===== config.mk =====
export PLATFORM = sky130hd
export DESIGN_NAME = fifo_rr_arbiter_flat
export DESIGN_NICKNAME = d
export VERILOG_FILES = /design/src/rtl/fifo_rr_arbiter_if.sv /design/src/rtl/fifo_rr_arbiter.sv /design/src/flat_wrapper.sv
export SDC_FILE = /design/constraint.sdc
export NUM_CORES = 1
export LEC_CHECK = 0
export CORE_ASPECT_RATIO = 0.9
export CORE_MARGIN = 5
export CORE_UTILIZATION = 40
export CTS_BUF_LIST = sky130_fd_sc_hd__clkbuf_4 sky130_fd_sc_hd__clkbuf_8
export CTS_CLUSTER_DIAMETER = 150
export CTS_CLUSTER_SIZE = 20
export DETAILED_ROUTE_END_ITERATION = 12
export PLACE_DENSITY = 0.85
export SLEW_MARGIN = 0
export SYNTH_ARGS = -nofsm -noshare
export SYNTH_HDL_FRONTEND = slang
export SYNTH_SLANG_ARGS = --single-unit
export TNS_END_PERCENT = 50

===== constraint.sdc =====
create_clock -name clk -period 5.2 [get_ports clk]
set_input_delay 1.3 -clock clk [delete_from_list [all_inputs] [get_ports clk]]
set_output_delay 1.3 -clock clk [all_outputs]
set_load 0.005 [all_outputs]

===== src/rtl/fifo_rr_arbiter_if.sv =====
// fifo_rr_arbiter_if: source-bank / destination-FIFO signals around the round-robin pop arbiter
interface fifo_rr_arbiter_if #(parameter int DATA_WIDTH = 10);
  logic                    active;
  logic [7:0]              empty;
  logic [8*DATA_WIDTH-1:0] data_in;
  logic                    dest_almost_full;
  logic [7:0]              pop;
  logic                    push;
  logic [DATA_WIDTH-1:0]   data_out;
  logic [1:0]              arb_state;
  logic                    idle_out;
  modport master (
    input  active, empty, data_in, dest_almost_full,
    output pop, push, data_out, arb_state, idle_out
  );
  modport slave (
    output active, empty, data_in, dest_almost_full,
    input  pop, push, data_out, arb_state, idle_out
  );
endinterface


===== src/rtl/fifo_rr_arbiter.sv =====
// fifo_rr_arbiter: drains eight source FIFOs into one destination with round-robin priority and a burst cap
module fifo_rr_arbiter #(
  parameter int DATA_WIDTH = 10,
  parameter int BURST      = 4
) (
  input logic               clk,
  input logic               reset,
  fifo_rr_arbiter_if.master bus
);
  typedef enum logic [1:0] {OFF = 2'd0, RUN = 2'd1, STALL = 2'd2} state_t;
  state_t     state_q, state_d;
  logic [2:0] ptr_q, ptr_d, cur_q, cur_d, sel_q, sel_d, sel;
  logic [3:0] cnt_q, cnt_d, cnt_n;
  logic       lock_q, lock_d, push_q, fire;
  // Descending scan leaves the lowest offset from ptr as the winner; a live lock overrides it.
  always_comb begin
    sel = ptr_q;
    for (int k = 7; k >= 0; k--)
      if (!bus.empty[ptr_q + 3'(k)]) sel = ptr_q + 3'(k);
    if (lock_q && !bus.empty[cur_q]) sel = cur_q;
  end
  assign fire = (state_q == RUN) && bus.active && !bus.dest_almost_full && !(&bus.empty);
  assign bus.pop = fire ? 8'd1 << sel : 8'd0;
  always_comb begin
    state_d = !bus.active ? OFF : (state_q == OFF) ? RUN : bus.dest_almost_full ? STALL : RUN;
    ptr_d   = ptr_q;
    cur_d   = cur_q;
    cnt_d   = cnt_q;
    lock_d  = lock_q;
    sel_d   = sel_q;
    cnt_n   = (lock_q && sel == cur_q) ? cnt_q + 4'd1 : 4'd1;
    if (fire) begin
      cur_d  = sel;
      sel_d  = sel;
      ptr_d  = sel + 3'd1;
      lock_d = cnt_n != 4'(BURST);
      cnt_d  = (cnt_n == 4'(BURST)) ? 4'd0 : cnt_n;
    end else if (lock_q && bus.empty[cur_q]) begin
      lock_d = 1'b0;
      cnt_d  = 4'd0;
    end
  end
  always_ff @(posedge clk or negedge reset) begin
    if (!reset) begin
      state_q <= OFF;
      ptr_q   <= '0;
      cur_q   <= '0;
      cnt_q   <= '0;
      lock_q  <= 1'b0;
      sel_q   <= '0;
      push_q  <= 1'b0;
    end else begin
      state_q <= state_d;
      ptr_q   <= ptr_d;
      cur_q   <= cur_d;
      cnt_q   <= cnt_d;
      lock_q  <= lock_d;
      sel_q   <= sel_d;
      push_q  <= fire;
    end
  end
  assign bus.push      = push_q;
  assign bus.data_out  = push_q ? bus.data_in[sel_q*DATA_WIDTH +: DATA_WIDTH] : '0;
  assign bus.arb_state = state_q;
  assign bus.idle_out  = (&bus.empty) & ~push_q;
endmodule


===== src/flat_wrapper.sv =====
// flat-port wrapper written by rule: the top's interface ports become plain ports
module fifo_rr_arbiter_flat 
#(
  parameter int DATA_WIDTH = 10,
  parameter int BURST      = 4
)
  (clk, reset, bus_active, bus_empty, bus_data_in, bus_dest_almost_full, bus_pop, bus_push, bus_data_out, bus_arb_state, bus_idle_out);
  fifo_rr_arbiter_if #(.DATA_WIDTH(DATA_WIDTH)) bus_i ();
  input logic clk;
  input logic reset;
  input wire logic [$bits(bus_i.active)-1:0] bus_active;
  input wire logic [$bits(bus_i.empty)-1:0] bus_empty;
  input wire logic [$bits(bus_i.data_in)-1:0] bus_data_in;
  input wire logic [$bits(bus_i.dest_almost_full)-1:0] bus_dest_almost_full;
  output wire logic [$bits(bus_i.pop)-1:0] bus_pop;
  output wire logic [$bits(bus_i.push)-1:0] bus_push;
  output wire logic [$bits(bus_i.data_out)-1:0] bus_data_out;
  output wire logic [$bits(bus_i.arb_state)-1:0] bus_arb_state;
  output wire logic [$bits(bus_i.idle_out)-1:0] bus_idle_out;
  assign bus_i.active = bus_active;
  assign bus_i.empty = bus_empty;
  assign bus_i.data_in = bus_data_in;
  assign bus_i.dest_almost_full = bus_dest_almost_full;
  assign bus_pop = bus_i.pop;
  assign bus_push = bus_i.push;
  assign bus_data_out = bus_i.data_out;
  assign bus_arb_state = bus_i.arb_state;
  assign bus_idle_out = bus_i.idle_out;
  fifo_rr_arbiter #(.DATA_WIDTH(DATA_WIDTH), .BURST(BURST)) u_core (.clk(clk), .reset(reset), .bus(bus_i));
endmodule

==> reports/results.tsv <==
stage	metric	value	unit
status	status	completed	
routing	drt-initial-drc-count	264	
final_layout	multi_input_area	2230	um^2
yosys	ys.flop_type	dfrtp_1	
yosys	synthDistinctLibCells	54	
yosys	synth_top_family_by_area	multiplexers	
floorplan	die_area	8300	um^2
power_and_ir_drop	leakage	1.79	nW
yosys	async_reset_ff_share	100	%
floorplan	fp-row-count	28	
timing	finalHoldViolations	0	
yosys	yosys.area.top_type_share	28.3	%
critical_path	cp.arrival	3.89	ns
yosys	synth_area_leaders	mux4_2, dfrtp_1, mux2i_1	
final_layout	n_fill_cell	514	
timing	relSlewSlack	51.0	%
clock_network	tritoncts	yes	
power_and_ir_drop	power.density	615	nW/um^2
yosys	synth_edf_count	0	
timing	maxSlewViolCount	0	
clock_network	clockRootBuffer	clkbuf_8	
yosys	syn_nets	373	
yosys	ys_seq_area_share	13.3	%
critical_path	rr_endpoint	u_core.cnt_q[2]$_DFFE_PN0P_	
final_layout	finish.net_count	525	
clock_network	ctsHtreeMaxLevel	1	
routing	vias	2977	
floorplan	start_util	40.6	%
timing	rsz0062_at_grt	yes	
critical_path	crit_type	in -> out	
critical_path	end_kind	output pin	
final_layout	syn_to_final_growth	66.3	%
yosys	synth_mux_area_share	41.2	%
timing	fin_skew	0.00317	ns
critical_path	rrSetupSlack	1.52	ns
global_routing	track_usage	23.7	%
worst_hold_path	holdPathStages	2	
power_and_ir_drop	power	2.69	mW
timing	setup_viol	0	
yosys	yosysTopAreaCell	mux4_2	
clock_network	numCtsBuffers	3	
yosys	yosys_register_bits	14	
final_layout	regArea	350	um^2
yosys	syn-cell-area	2630	um^2
final_layout	drive_gt1_share	32.9	%
critical_path	crit_fanout	5	
routing	wl_per_cell	19.8	um
routing	wirelength	10.2	mm
place	port_buffers	113	
place	place_congestion	1.00	
yosys	synthXorXnorAreaFrac	2.66	%
power_and_ir_drop	ir_drop	0.620	mV
clock_network	clk_latency	0.25	ns
routing	drt_pass1_iterations	5	
yosys	synthCells	272	
global_routing	antenna_found_initial	0	
critical_path	r2r_start	u_core.ptr_q[1]$_DFFE_PN0P_	
worst_hold_path	holdPathEnd	u_core.cur_q[2]$_DFFE_PN0P_	
routing	ant_nets	0	
floorplan	core_area	6480	um^2
global_routing	grt_pass1_wl	15.3	mm
critical_path	cp.required	3.90	ns
yosys	synth_most_common_cell	mux4_2	
yosys	synthSimpleGateAreaFrac	16.9	%
yosys	yosys_warnings	0	
final_layout	antennaDiodeCount	0	
yosys	synth_compound_area_share	15.4	%
timing	fmax	193	MHz
timing	tightest_slew	0.725	ns
worst_hold_path	min_path_type	reg -> reg	
routing	post_drt_via_cell_ratio	5.80	
routing	route.detailed.drc	0	
clock_network	clock_path_buffers	2	
yosys	syn_area_per_cell	9.67	um^2
global_routing	grt_overflow_total	0	
timing	setup_tns	0	ns
place	hpwlAfterDp	7.97	mm
clock_network	cts.clk_slew.worst_paths	0.06	ns
critical_path	reg2regPathDepth	14	
global_routing	grt_pass1_vias	3108	
critical_path	critPathLaunchType	input pin	
timing	finalCritPeriodShare	99.8	%
floorplan	io_pins	114	
yosys	synthAdderAreaFrac	4.28	%
global_routing	grt_max_degree	26	
clock_network	cts_hold_buf	0	
worst_hold_path	hp-start	u_core.cur_q[2]$_DFFE_PN0P_	
clock_network	cts_sinks	14	
flow_run	max_cap_violations	0	
floorplan	chipWidth	95.5	um
yosys	synth_commonest_cells	mux4_2, mux2i_1, nand2_1, dfrtp_1, nor2b_1	
timing	min_period	5.19	ns
floorplan	dieHeight	86.9	um
## cell type report
type | count | area share, %
clock buffer | 4 | 1.26
sequential | 14 | 8.01
tap | 90 | 2.58
multi-input combinational | 220 | 51.0
timing repair buffer | 172 | 36.0
inverter | 13 | 1.12
## placed cells by master, fill, tap and decap left out, drive strengths merged, types with 2 or more instances in the layout
cell type      synthesis  final
ha                     9      9
nor2b                 13     13
o21ai                 10     10
nand3                  6      6
o21a                   2      2
inv                   13     13
o311ai                 4      4
nand2b                 5      5
o22a                   2      2
and3                  10     10
o221a                  2      2
xnor2                  4      4
buf                   14     70
nor3                   5      5
nand4                  4      4
mux4                  33     33
a2111oi                3      3
a311oi                 2      2
o22ai                  3      3
nand2                 23     23
or2                    3      3
a221oi                 2      2
o41a                   2      2
clkdlybuf4s50          0     97
a21oi                  8      8
mux2                   5      5
nor2                   7      7
and2                   4      4
o211ai                 2      2
xor2                   4      4
dlygate4sd2            0      2
dfrtp                 14     14
mux2i                 28     28
a22o                   3      3
clkbuf                11      7
## worst max-delay path by stage
stage / from / to / slack, ns / cells past startpoint
global placement: bus_empty[7] / bus_pop[7] / -0.61 / 13
CTS: bus_empty[1] / bus_pop[3] / 0.001 / 14
finish: bus_empty[1] / bus_pop[3] / 0.009 / 14
floorplan: bus_empty[5] / bus_pop[7] / 0.15 / 12
detailed placement: bus_empty[3] / bus_pop[7] / -0.73 / 14
global route: bus_empty[2] / bus_pop[3] / -0.11 / 14
## kinds of logic (layout without fill, tap and decap cells)
| logic type | Yosys count | count (layout) |
|---|---|---|
| AOI/OAI and AO/OA | 53 | 53 |
| DFF | 14 | 14 |
| muxes | 66 | 66 |
| buffers and inverters | 38 | 189 |
| and+or+nand+nor | 84 | 84 |
| adders and majority gates | 9 | 9 |
| xor gates and xnor gates | 8 | 8 |
## power breakdown
| group | switching, mW | total (mW) | internal, mW |
|---|---|---|---|
| clock | 0.0408 | 0.108 | 0.0672 |
| sequential | 0.0442 | 0.183 | 0.138 |
| combinational | 1.13 | 2.40 | 1.27 |
## metrics by stage
step	utilization [%]	hold WS, ns	worst slack (ns)	cells	instance area, um^2
CTS	65.9	0.485	0.00133	512	4270
finish	67.5	0.482	0.00909	513	4370
global route	67.5	0.565	-0.108	513	4370
global placement	64.0	0.466	-0.612	502	4150
floorplan	-	0.497	0.147	272	2630
detailed placement	64.0	0.473	-0.728	502	4150
## what timing repair did
action                     4_1_cts  5_1_grt
hold endpoints to repair         0        0
resized for setup               68       32
pin swaps                        3        2
setup endpoints to repair        8        8
setup buffers                    6        1
## critical path: stages
cell and delay [ns]:
buf_6 0.10, mux4_2 0.44, mux2_4 0.30, nor3b_2 0.16
o31a_1 0.11, o41a_1 0.42, nand2b_4 0.15, o211ai_1 0.10
inv_1 0.11, buf_6 0.13, ha_4 0.17, ha_4 0.15
and3_4 0.14, buf_6 0.11
## sequential cells by signal, indices dropped and copies added (netlist names)
signal,cells
u_core.cnt_q,4
u_core.ptr_q,3
u_core.bus.push,1
u_core.bus.arb_state,2
u_core.cur_q,3
u_core.lock_q,1
## per-layer routing
| metal | vias up | track usage (%) | routed length, um |
|---|---|---|---|
| met3 | 15 | 5.45 | 814 |
| met4 | 0 | 6.59 | 183 |
| li1 | 1368 | - | - |
| met5 | - | 0 | 0 |
| met1 | 1449 | 28.7 | 3930 |
| met2 | 145 | 42.1 | 5230 |
Power figures use the tool's default switching activity.
